## src/rtl/tone_voice_bank.sv

```systemverilog
// Multi-voice square-wave tone generator with a shared runtime-programmable millisecond prescaler.
// Define TONE_PWM_MIX_EN to sum the voices by PWM instead of ORing them onto the speaker pin.
module tone_voice_bank #(
  parameter int N_VOICES = 4,
  parameter int TICK_W   = 16,
  parameter int PERIOD_W = 12,
  parameter int DUR_W    = 12,
  localparam int VSEL_W  = (N_VOICES > 1) ? $clog2(N_VOICES) : 1
) (
  input  logic                clk,
  input  logic                rst_n,
  input  logic [TICK_W-1:0]   ticks_per_milli,
  input  logic                note_valid,
  output logic                note_ready,
  input  logic [VSEL_W-1:0]   note_voice,
  input  logic [PERIOD_W-1:0] note_half_period,
  input  logic [DUR_W-1:0]    note_dur_ms,
  output logic [N_VOICES-1:0] voice_active,
  output logic                sound,
  output logic [7:0]          led
);

  typedef enum logic {V_IDLE, V_PLAYING} voice_state_e;

  voice_state_e        state    [N_VOICES];
  logic [PERIOD_W-1:0] half_per [N_VOICES];
  logic [PERIOD_W-1:0] phase    [N_VOICES];
  logic [DUR_W-1:0]    dur_left [N_VOICES];
  logic [N_VOICES-1:0] wave;

  logic [TICK_W-1:0] pre_cnt;
  logic              ms_tick;
  logic              accept;

  // A lowered ticks_per_milli below the current count also counts as a wrap.
  assign ms_tick = (ticks_per_milli != '0) && (pre_cnt >= ticks_per_milli - TICK_W'(1));

  // NOTE: sequential state uses non-blocking assignments so every flop samples pre-edge values.
  always_ff @(posedge clk or negedge rst_n) begin
    if (!rst_n)                                  pre_cnt <= '0;
    else if (ms_tick || ticks_per_milli == '0)   pre_cnt <= '0;
    else                                         pre_cnt <= pre_cnt + TICK_W'(1);
  end

  // Out-of-range voice indices match no voice, so they stay ready and are dropped.
  always_comb begin
    // NOTE: default first so no path leaves the signal unassigned and infers a latch.
    note_ready = 1'b1;
    for (int i = 0; i < N_VOICES; i++) begin
      if (note_voice == VSEL_W'(i)) note_ready = (state[i] == V_IDLE);
    end
  end

  assign accept = note_valid & note_ready;

  always_ff @(posedge clk or negedge rst_n) begin
    if (!rst_n) begin
      // NOTE: these per-voice arrays are plain registers, not RAM, so resetting them is fine.
      for (int i = 0; i < N_VOICES; i++) begin
        state[i]    <= V_IDLE;
        half_per[i] <= '0;
        phase[i]    <= '0;
        dur_left[i] <= '0;
        wave[i]     <= 1'b0;
      end
    end else begin
      for (int i = 0; i < N_VOICES; i++) begin
        case (state[i])
          V_IDLE: begin
            if (accept && note_voice == VSEL_W'(i) && note_dur_ms != '0) begin
              state[i]    <= V_PLAYING;
              half_per[i] <= note_half_period;
              dur_left[i] <= note_dur_ms;
              phase[i]    <= '0;
              wave[i]     <= 1'b0;
            end
          end
          V_PLAYING: begin
            if (ms_tick && dur_left[i] == DUR_W'(1)) begin
              state[i] <= V_IDLE;
              wave[i]  <= 1'b0;
              phase[i] <= '0;
            end else begin
              if (ms_tick) dur_left[i] <= dur_left[i] - DUR_W'(1);
              if (half_per[i] == '0) begin
                wave[i]  <= 1'b0;
                phase[i] <= '0;
              end else if (phase[i] >= half_per[i] - PERIOD_W'(1)) begin
                phase[i] <= '0;
                wave[i]  <= ~wave[i];
              end else begin
                phase[i] <= phase[i] + PERIOD_W'(1);
              end
            end
          end
          default: state[i] <= V_IDLE;
        endcase
      end
    end
  end

  always_comb begin
    for (int i = 0; i < N_VOICES; i++) voice_active[i] = (state[i] == V_PLAYING);
  end

`ifdef TONE_PWM_MIX_EN
  logic [VSEL_W-1:0] pwm_cnt;
  logic [3:0]        wave_sum;

  always_comb begin
    wave_sum = '0;
    for (int i = 0; i < N_VOICES; i++) wave_sum = wave_sum + 4'(wave[i]);
  end

  always_ff @(posedge clk or negedge rst_n) begin
    if (!rst_n) begin
      pwm_cnt <= '0;
      sound   <= 1'b0;
    end else begin
      pwm_cnt <= (pwm_cnt == VSEL_W'(N_VOICES - 1)) ? '0 : pwm_cnt + VSEL_W'(1);
      sound   <= (4'(pwm_cnt) < wave_sum);
    end
  end
`else
  always_ff @(posedge clk or negedge rst_n) begin
    if (!rst_n) sound <= 1'b0;
    else        sound <= |wave;
  end
`endif

  always_comb begin
    led                 = '0;
    led[N_VOICES-1:0]   = voice_active;
    led[7]              = sound;
  end

endmodule

```

## config.mk

```make
export PLATFORM = sky130hd
export DESIGN_NAME = tone_voice_bank
export DESIGN_NICKNAME = d
export VERILOG_FILES = /design/src/rtl/tone_voice_bank.sv
export SDC_FILE = /design/constraint.sdc
export NUM_CORES = 1
export LEC_CHECK = 0
export ABC_CLOCK_PERIOD_IN_PS = 6040
export CORE_MARGIN = 1
export CORE_UTILIZATION = 45
export DETAILED_ROUTE_END_ITERATION = 16
export PLACE_DENSITY_LB_ADDON = 0.25
export SLEW_MARGIN = 20
export SYNTH_ARGS = -nofsm -noshare
export SYNTH_HDL_FRONTEND = slang
export SYNTH_SLANG_ARGS = --single-unit
```

## constraint.sdc

```tcl
create_clock -name clk -period 6.04 [get_ports clk]
set_clock_uncertainty 0.05 [all_clocks]
set_input_delay 0.906 -clock clk [delete_from_list [all_inputs] [get_ports clk]]
set_output_delay 0.906 -clock clk [all_outputs]
set_load 0.02 [all_outputs]
```

Word level (Yosys, flattened, before mapping)
Cells that the tools add are included.

Word-level logic and storage cells: 181. Register bits: 169.

Add/sub/neg operators: 14. Reduce and logical (&&, ||, !) cells: 35. Bitwise operators: 9. Eq/ne operators: 23. $lt $le $gt $ge: 5. Mux-type cells: 73.

Operator list (count): 12-bit two-way mux (28); 12-bit one-hot mux with 2 select lines (8); 12-bit by 1-bit subtractor with 12-bit output (second input constant) (8); 12-bit by 1-bit adder with 12-bit output (second input constant) (4); 12-bit by 1-bit equality test with 1-bit output (second input constant) (4); 12-bit greater-or-equal comparator (4); 12-bit logical NOT (4); 1-bit two-way mux (28); 16-bit by 1-bit adder with 16-bit output (second input constant) (1); 16-bit greater-or-equal comparator (1); 16-bit logical NOT (1); 16-bit two-way mux (1); 2-bit by 1-bit inequality test with 1-bit output (second input constant) (8); 4-bit by 1-bit inequality test with 1-bit output (second input constant) (4); 1-bit one-hot mux with 2 select lines (8); 2-bit AND reduction (8); 16-bit nonzero test (1); 16-bit by 1-bit subtractor with 16-bit output (second input constant) (1); 1-bit logical AND (13); 3-bit AND reduction (4); 12-bit nonzero test (1); 2-bit inequality test (second input constant) (4); 1-bit NOT (8); 2-bit equality test (second input constant) (2); 5 further kinds (5).

Depth between registers and ports, before layout
Gate-level depths: netlist of run 1.

Depth after elaboration: 10. Depth in mapped cells: 16.

Worst setup path before layout of run 1
Ideal clock, no wire load.

Kind: input to register. From: in ticks_per_milli[3]. To: reg dur_left[7] (netlist name). Stages on the path: 13. Setup slack: 2012 ps. Required time: 5864 ps. Arrival: 3852 ps. Cells stage by stage: nor4_2 > nand3_1 > nor4_1 > xnor2_1 > ha_1 > nand4_1 > nor3_1 > a32oi_2 > and3_1 > buf_2 > nor4_2 > a21oi_1 > a221o_1.

Cells in the longest elaborated chain, start to end: 6. Elaborated cells on any way between the ends: 8. Those cells by class: add/sub: 1; order compare: 1; eq/ne: 2; reduce/logical: 4.

Ends and longest elaborated chain: start: declaration (RTL line 12) `input logic [TICK_W-1:0] ticks_per_milli,`; 16-bit by 1-bit subtractor with 16-bit output (RTL line 36) `assign ms_tick = (ticks_per_milli != '0) && (pre_cnt >= ticks_per_milli - TICK_W'(1));`; 16-bit greater-or-equal comparator (RTL line 36); 1-bit logical AND * (RTL line 36); 1-bit logical AND (RTL line 79) `if (ms_tick && dur_left[i] == DUR_W'(1)) begin`; 2-bit inequality test (no line); 3-bit AND reduction (no line) *; end signal: indexed assignment (RTL line 73) `dur_left[i] <= note_dur_ms;`; end signal: indexed assignment (RTL line 84) `if (ms_tick) dur_left[i] <= dur_left[i] - DUR_W'(1);`; end: declaration (RTL line 28) `logic [DUR_W-1:0] dur_left [N_VOICES];`.

Every way passes the cells marked *; elsewhere a longest branch is shown, timed or not. A chain may end at the register's enable or synchronous reset.

Final worst setup path of run 1
From: in ticks_per_milli[2]. To: reg dur_left[11] (netlist name).

The elaborated chain is that of the path after synthesis.

==> impl_metrics.yaml, run 1 <==
outcome:
  status: "complete, no violations"
synthesis:
  yosysMostFrequentCell: "nand2_1"
  syn_area_per_cell_um2: 8.69
  synth_top_area_cell: "dfrtp_1"
  synthSimpleGateAreaFrac_pct: 27.2
  yosysTopAreaCellShare_pct: 38.0
  synthArstFlopShare_pct: 100
  ys_warn_count: 0
  yosys-top-cells-count: "nand2_1 (229), dfrtp_1 (169), ha_1 (87)"
  syn_inst: 1281
  yosys-top-cells-area: "dfrtp_1 (38%), ha_1 (9.8%), nand2_1 (7.7%), xnor2_1 (3.3%), nand3_1 (3.2%)"
  synth_fa_ha_area_share_pct: 9.78
  yosys_register_bits: 169
  synth-xor-area-share_pct: 5.74
  ys.flop_type: "dfrtp_1"
  synthesis.area_um2: 11100
  synth_cell_types: 79
  synth_compound_area_share_pct: 15.0
  yosys-mux-area-fraction_pct: 0.652
  synth-edff-count: 0
  synth_top_family_by_area: "simple AND/OR/NAND/NOR gates"
  ys_seq_area_share_pct: 38.0
detailed_routing:
  drt_iter0_drc: 637
  dr_wl_met3_um: 1300
  drtAntennaViolNets: 0
  wl_per_cell_um: 17.3
  num_vias: 9571
  drt-met1-wl_um: 13500
  drc: 0
  routed_wirelength_um: 28600
  dr.pass1.iters: 5
  wl_met2_um: 13400
  viasPerCell: 5.79
  dr.max_layer_used: "met4"
clock_tree:
  clkTransAtPathRegs_ns: 0.07
  cts_root_buf: "clkbuf_16"
  post_cts_resized: 0
  htree_levels: 4
  cts_buffers: 17
  cts.sinks: 169
  clock_latency_ns: 0.44
  postCtsSetupRepairBufs: 0
  cts_tree: "done"
  hold_buffers: 0
  clockBufferDepth: 2
setup_path:
  arrival_ns: 5.25
  critPathCaptureType: "flop"
  crit_slowest_cell: "or4_1"
  ff2ff_setup_slack_ns: 2.18
  r2r-start: "half_per[41]$_DFFE_PN0P_"
  reg2reg_depth: 12
  crit_family: "simple AND/OR/NAND/NOR gates"
  reg2reg_to: "phase[43]$_DFFE_PN0P_"
  crit_required_ns: 6.32
  cp_max_fo: 11
  path_class: "input pin to flop"
  timing.critical_path.mode_cell: "nand3_1"
  start_kind: "input pin"
  path_buf_inv: 1
  cpPeakStageDelay_ns: 0.57
  path_cells: "clkdlybuf4s50_1 -> nor4_2 -> nand3_1 -> nor4_1 -> xnor2_1 -> ha_1 -> nand4_1 -> nor3_1 -> a21oi_1 -> nand3_1 -> nand3_1 -> or4_1 -> a31o_2"
place:
  place_ws_ns: 0.644
  dp_hpwl_um: 20300
  port-buffer-count: 55
  gp_congestion: 0.892
  dp.cells: 1622
  place_area_um2: 11900
grt:
  gr-usage-all-layers_pct: 23.0
  grt_max_degree: 69
  grt_pass1_wl_um: 47000
  antenna_found_initial: 0
  grt_pass1_vias: 9169
  grt-ovfl-total: 0
sta:
  post-route-min-period_ns: 4.97
  slew_viol_final: 0
  fmax_mhz: 201
  max_slew_margin_pct: 30.0
  period_share_pct: 82.3
  setup_viol: 0
  hold_violations: 0
  rsz0062_at_grt: "false"
  worst_slack_ns: 1.07
  fin_tns_setup_ns: 0
  hold_slack_ns: 0.362
  tightest_slew_ns: 1.04
die:
  die_y_um: 159
  dieArea_um2: 25400
  start_util_pct: 45.8
  io_pins: 59
  core_um2: 24300
  rows: 57
  dieWidth_um: 159
finish:
  final_area_um2: 12500
  final_core_util_pct: 51.6
  stdcell_count: 1653
  area_growth_pct: 12.7
  num-nets-final: 1449
  n_antenna_cell: 0
  layout-drive-gt1-share_pct: 5.49
min_path:
  min_path_type: "input pin to async pin"
pwr:
  p_total_mw: 4.84
  ir_worst_vdd_mv: 0.172
  power.leakage_nw: 5.60
  powerDensity_nw_per_um2: 386
run:
  drv_cap: 0
[sequential cells by signal, summed over array words and instances, names as in the netlist]
register,flops
half_per,48
wave,4
sound,1
led,4
pre_cnt,16
dur_left,48
phase,48
[cell families after synthesis]
logic type | after synthesis
other | 1
AO/OA/AOI/OAI | 250
AND/OR/NAND/NOR | 605
adder cells (fa/ha/maj) | 87
buffers and inverters | 89
multiplexers | 7
flip-flops | 169
XOR/XNOR | 73
[cells in the final DEF (no fill, tap or decap), drive strengths merged, types with 4 or more instances in the layout]
| master | instances |
|---|---|
| inv | 42 |
| a22o | 9 |
| o311ai | 15 |
| nand2 | 229 |
| nand4 | 23 |
| dfrtp | 169 |
| o21ai | 69 |
| a21oi | 58 |
| and3 | 24 |
| or4 | 15 |
| a31o | 5 |
| xor2 | 31 |
| o22ai | 16 |
| nand3b | 12 |
| or3 | 14 |
| clkbuf | 18 |
| o31ai | 4 |
| buf | 11 |
| nand2b | 19 |
| a22oi | 4 |
| clkdlybuf4s50 | 54 |
| and4 | 4 |
| nor2b | 7 |
| ha | 87 |
| mux2i | 5 |
| nor3 | 40 |
| nand3 | 72 |
| a31oi | 10 |
| nor4 | 31 |
| nor3b | 14 |
| o211ai | 8 |
| nand4b | 6 |
| bufinv | 4 |
| a21o | 17 |
| clkinv | 4 |
| nor2 | 85 |
| xnor2 | 42 |
[worst max-delay path by stage]
stage                          endpoint               start  slack, ns  cells past startpoint
4_1_cts        dur_left[11]$_DFFE_PN0P_  ticks_per_milli[3]       1.11                     13
6_report       dur_left[11]$_DFFE_PN0P_  ticks_per_milli[2]       1.07                     13
2_1_floorplan   dur_left[7]$_DFFE_PN0P_  ticks_per_milli[3]       2.01                     13
3_5_place_dp   dur_left[11]$_DFFE_PN0P_  ticks_per_milli[3]       0.64                     13
5_1_grt        dur_left[11]$_DFFE_PN0P_  ticks_per_milli[3]       0.69                     13
3_3_place_gp   dur_left[11]$_DFFE_PN0P_  ticks_per_milli[2]       0.81                     13
[power breakdown]
group,leakage [nW],internal [mW],switching [mW]
combinational,3.16,0.795,0.970
clock,0.304,0.707,0.493
sequential,2.14,1.47,0.405
[final cells by class]
cell class                 instances  area, µm²
sequential                       169       4230
clock inverter                    13        193
multi-input combinational       1025       6500
fill                            2306      11800
inverter                          39        146
clock buffer                      18        439
timing repair buffer              65        627
tap                              324        405
[worst register-to-register path: cells and delay by family (launching register included)]
family,cells,cell delay [ns]
AO/OA/AOI/OAI,5,1.31
XOR/XNOR,1,0.15
adder cells (fa/ha/maj),1,0.27
flip-flops,1,0.41
AND/OR/NAND/NOR,5,1.61
[routing by layer]
metal  track usage [%]  vias to the layer above
met5                 0                        -
met4              5.99                        0
met3              3.78                       40
met2              37.3                      243
met1              31.8                     4594
li1                  -                     4694
Power figures use the tool's default switching activity.
==> run 2: changes to the inputs <==
--- a/config.mk
+++ b/config.mk
@@ -5,7 +5,7 @@
 export SDC_FILE = /design/constraint.sdc
 export NUM_CORES = 1
 export LEC_CHECK = 0
-export ABC_CLOCK_PERIOD_IN_PS = 6040
+export ABC_CLOCK_PERIOD_IN_PS = 4300
 export CORE_MARGIN = 1
 export CORE_UTILIZATION = 45
 export DETAILED_ROUTE_END_ITERATION = 16
==> constraint.sdc (replaced) <==
create_clock -name clk -period 4.3 [get_ports clk]
set_clock_uncertainty 0.05 [all_clocks]
set_input_delay 0.645 -clock clk [delete_from_list [all_inputs] [get_ports clk]]
set_output_delay 0.645 -clock clk [all_outputs]
set_load 0.02 [all_outputs]
==> impl_metrics.yaml, run 2 (synthesis results as in run 1) <==
die:
  dieArea_um2: 25400
  rows: 57
  start_util_pct: 45.8
  dieWidth_um: 159
  core_um2: 24300
  io_pins: 59
  die_y_um: 159
pwr:
  internal_power_mw: 4.06
  p_switching_mw: 2.64
  switching_share_pct: 39.4
  powerDensity_nw_per_um2: 519
  ir_worst_vdd_mv: 0.275
  pwr-share-clk_pct: 22.1
  power.leakage_nw: 5.84
  p_seq_share_pct: 39.0
  comb_power_share_pct: 39.0
finish:
  num-nets-final: 1501
  n_antenna_cell: 0
  reg_top3: "dur_left x48, half_per x48, phase x48"
  area_growth_pct: 15.8
  final_core_util_pct: 53.0
  final_common_cell: "nand2_1"
  mostFrequentLayoutCells: "nand2_1 (229), dfrtp_1 (169), ha_1 (87), nor2_1 (85), nand3_1 (71)"
  layout-drive-gt1-share_pct: 9.12
min_path:
  min_path_type: "input pin to async pin"
setup_path:
  r2r-start: "half_per[31]$_DFFE_PN0P_"
  arrival_ns: 4.12
  path_class: "input pin to flop"
  cp_max_fo: 8
  start_kind: "input pin"
  reg2reg_depth: 12
  crit_required_ns: 4.55
  ff2ff_setup_slack_ns: 0.60
  reg2reg_to: "phase[29]$_DFFE_PN0P_"
  critPathCaptureType: "flop"
detailed_routing:
  drc: 0
  num_vias: 9854
  viasPerCell: 5.78
  drtAntennaViolNets: 0
  wl_per_cell_um: 16.9
  dr.pass1.iters: 7
  routed_wirelength_um: 28800
  drt_iter0_drc: 732
sta:
  rsz0062_at_grt: "false"
  setup_viol: 0
  hold_violations: 0
  worst_slack_ns: 0.427
  hold_slack_ns: 0.207
  tightest_slew_ns: 0.825
  period_share_pct: 90.1
  fin_tns_setup_ns: 0
  post-route-min-period_ns: 3.87
  fmax_mhz: 258
  max_slew_margin_pct: 45.0
  slew_viol_final: 0
clock_tree:
  clockBufferDepth: 2
  postCtsSetupRepairBufs: 0
  cts_tree: "done"
  htree_levels: 4
  clock_latency_ns: 0.44
  cts_buffers: 17
  clkTransAtPathRegs_ns: 0.07
  cts_root_buf: "clkbuf_16"
  cts.sinks: 169
grt:
  grt_max_degree: 86
  antenna_found_initial: 0
  gr-usage-all-layers_pct: 23.3
  grt-ovfl-total: 0
  grt_pass1_vias: 9405
  grt_pass1_wl_um: 47800
outcome:
  status: "complete, no violations"
place:
  gp_congestion: 0.873
  place_ws_ns: -0.176
  port-buffer-count: 55
  dp_hpwl_um: 20900
run:
  drv_cap: 0
-- run 2: changes by cell type in the layout (fill, tap and decap cells not counted), moves of 2 or more --
cell       before  now
bufinv_16       4    0
buf_12          0    2
inv_8           0    2
buf_4          10   60
-- run 2: repair_timing --
action | 4_1_cts | 5_1_grt
resized for setup | 0 | 2
hold buffers | 0 | 0
setup endpoints to repair | 0 | 7
-- run 2: metrics by stage --
step / cells / power, mW / cell area [µm²]
after floorplan: 1283 / 4.46 / 11100
after global placement: 1674 / 5.12 / 12300
after detailed placement: 1674 / 5.21 / 12300
after CTS: 1706 / 6.71 / 12900
after global routing: 1706 / 7.25 / 12900
final: 1706 / 6.69 / 12900
-- run 2: area by class of cell --
type | instances | area (µm²)
Tap cell | 324 | 405
Multi-Input combinational cell | 1025 | 6520
Clock buffer | 19 | 443
Sequential cell | 169 | 4230
Clock inverter | 13 | 110
Fill cell | 2227 | 11400
Inverter | 39 | 146
Timing Repair Buffer | 117 | 1040
-- run 2: power by group through the flow --
stage,Combinational (mW),Sequential [mW],Clock (mW)
after detailed placement,2.58,2.63,0
after floorplan,1.98,2.47,0
after global placement,2.51,2.61,0
after CTS,2.61,2.60,1.50
after global routing,2.99,2.69,1.58
final,2.61,2.61,1.48
-- run 2: critical path: stages --
cell and delay [ns]:
clkdlybuf4s50_1 0.43, nor4_2 0.28, buf_4 0.17, nand3_1 0.12, nor3b_1 0.27, xnor2_1 0.16
ha_1 0.26, nand4_1 0.13, nor3_2 0.07, a21oi_1 0.26, and3_1 0.43, buf_4 0.18
nor2_1 0.05, buf_4 0.15, o21ai_2 0.34, o21ai_0 0.17
-- run 2: how the worst max path moves through the flow --
stage / from / to
6_report: ticks_per_milli[3] / dur_left[33]$_DFFE_PN0P_
2_1_floorplan: ticks_per_milli[3] / dur_left[7]$_DFFE_PN0P_
3_5_place_dp: ticks_per_milli[3] / phase[18]$_DFFE_PN0P_
4_1_cts: ticks_per_milli[3] / phase[18]$_DFFE_PN0P_
3_3_place_gp: ticks_per_milli[3] / phase[18]$_DFFE_PN0P_
5_1_grt: ticks_per_milli[3] / dur_left[31]$_DFFE_PN0P_
-- run 2: per-layer routing --
| layer | GRT usage (%) | vias up | wire length [µm] |
|---|---|---|---|
| met2 | 37.5 | 258 | 13300 |
| met4 | 5.55 | 0 | 403 |
| li1 | - | 4816 | - |
| met5 | 0 | - | 0 |
| met3 | 3.80 | 32 | 1290 |
| met1 | 32.9 | 4748 | 13800 |
==> run 3: changes to the inputs <==
--- a/config.mk
+++ b/config.mk
@@ -5,11 +5,12 @@
 export SDC_FILE = /design/constraint.sdc
 export NUM_CORES = 1
 export LEC_CHECK = 0
-export ABC_CLOCK_PERIOD_IN_PS = 4300
+export ABC_CLOCK_PERIOD_IN_PS = 4400
 export CORE_MARGIN = 1
 export CORE_UTILIZATION = 45
 export DETAILED_ROUTE_END_ITERATION = 16
 export PLACE_DENSITY_LB_ADDON = 0.25
+export SETUP_SLACK_MARGIN = 0.3
 export SLEW_MARGIN = 20
 export SYNTH_ARGS = -nofsm -noshare
 export SYNTH_HDL_FRONTEND = slang
==> constraint.sdc (replaced) <==
create_clock -name clk -period 4.4 [get_ports clk]
set_clock_uncertainty 0.05 [all_clocks]
set_input_delay 0.66 -clock clk [delete_from_list [all_inputs] [get_ports clk]]
set_output_delay 0.66 -clock clk [all_outputs]
set_load 0.02 [all_outputs]
==> impl_metrics.yaml, run 3 (synthesis results as in run 1) <==
die:
  core_um2: 24300
  dieWidth_um: 159
  rows: 57
  dieArea_um2: 25400
  start_util_pct: 45.8
  io_pins: 59
  die_y_um: 159
place:
  gp_congestion: 0.874
  port-buffer-count: 55
  place_ws_ns: -0.104
  dp_hpwl_um: 20900
grt:
  grt-ovfl-total: 0
  grt_pass1_wl_um: 48400
  grt_max_degree: 97
  gr-usage-all-layers_pct: 23.6
  antenna_found_initial: 0
  grt_pass1_vias: 9584
pwr:
  p_total_mw: 6.58
  powerDensity_nw_per_um2: 513
  ir_worst_vdd_mv: 0.255
  power.leakage_nw: 5.79
sta:
  slew_viol_final: 0
  max_slew_margin_pct: 47.9
  fmax_mhz: 258
  post-route-min-period_ns: 3.87
  tightest_slew_ns: 0.774
  hold_violations: 0
  period_share_pct: 87.9
  hold_slack_ns: 0.190
  rsz0062_at_grt: "false"
  worst_slack_ns: 0.531
  setup_viol: 0
detailed_routing:
  dr.pass1.iters: 5
  num_vias: 9809
  drt_iter0_drc: 682
  routed_wirelength_um: 29000
  viasPerCell: 5.79
  drc: 0
  wl_per_cell_um: 17.1
  drtAntennaViolNets: 0
clock_tree:
  cts_root_buf: "clkbuf_16"
  cts_tree: "done"
  clock_latency_ns: 0.43
  cts.sinks: 169
  hold_buffers: 0
  cts_buffers: 17
  clockBufferDepth: 2
  clkTransAtPathRegs_ns: 0.07
  htree_levels: 4
setup_path:
  start_kind: "input pin"
  reg2reg_depth: 12
  path_class: "input pin to flop"
  arrival_ns: 4.12
  cp_max_fo: 6
  critPathCaptureType: "flop"
  crit_required_ns: 4.65
run:
  drv_cap: 0
finish:
  final_common_cell: "nand2_1"
  num-nets-final: 1488
  area_growth_pct: 15.2
  reg_top3: "dur_left x48, half_per x48, phase x48"
  mostFrequentLayoutCells: "nand2_1 (229), dfrtp_1 (169), ha_1 (87), nor2_1 (85), nand3_1 (71)"
  layout-drive-gt1-share_pct: 8.47
  n_antenna_cell: 0
outcome:
  status: "complete, no violations"
min_path:
  min_path_type: "input pin to async pin"
run 3: power by group:
group          total (mW)  switching [mW]  internal (mW)
registers            2.55           0.539           2.01
logic                2.56            1.37           1.18
clock network        1.47           0.720          0.749
total                6.58            2.63           3.95
run 3: metrics by stage:
step	instance area [µm²]	instances	utilization [%]	TNS (ns)
after global placement	12200	1661	50.3	-0.00635
after floorplan	11100	1283	-	0
after global routing	12800	1693	52.7	0
after detailed placement	12200	1661	50.3	-0.128
final	12800	1693	52.7	0
after CTS	12800	1693	52.6	0
run 3: metal layers:
metal  global-route usage [%]  share of wire (%)
met1                     32.3                 47
met3                     3.88                4.3
met2                     38.4                 47
met4                     7.04                1.8
met5                        0                  0
run 3: worst paths after layout:
path                                           from                  endpoint  slack [ns]
max                              ticks_per_milli[3]  dur_left[33]$_DFFE_PN0P_        0.53
min                                           rst_n     phase[16]$_DFFE_PN0P_        0.19
max reg2reg                half_per[41]$_DFFE_PN0P_     phase[45]$_DFFE_PN0P_        0.58
min reg2reg                dur_left[11]$_DFFE_PN0P_  dur_left[11]$_DFFE_PN0P_        0.47
max in group asynchronous                     rst_n  dur_left[35]$_DFFE_PN0P_        3.11
min in group clk           dur_left[11]$_DFFE_PN0P_  dur_left[11]$_DFFE_PN0P_        0.47
run 3: what timing repair did:
action | CTS | global route
endpoints found under the setup margin | 0 | 69
endpoints found under the hold margin | 0 | 0
gates resized for setup | 0 | 6
buffers inserted | 0 | 0
run 3: cell type report:
type	instances	area (µm²)
repair buffers	104	957
inverters	39	146
well taps	324	405
fillers	2257	11500
multi-input cells	1025	6530
flip-flops and latches	169	4230
clock buffers	17	425
clock inverters	15	133
run 3: worst max-delay path, stage by stage:
cell,delay [ns]
clkdlybuf4s50_1,0.44
nor4_2,0.33
nand3_1,0.19
nor3b_1,0.26
xnor2_1,0.10
ha_1,0.30
nand4_1,0.15
nor3_2,0.26
a32oi_2,0.17
nand3_1,0.25
buf_4,0.21
nand4_1,0.25
o311ai_0,0.39
o21ai_0,0.14
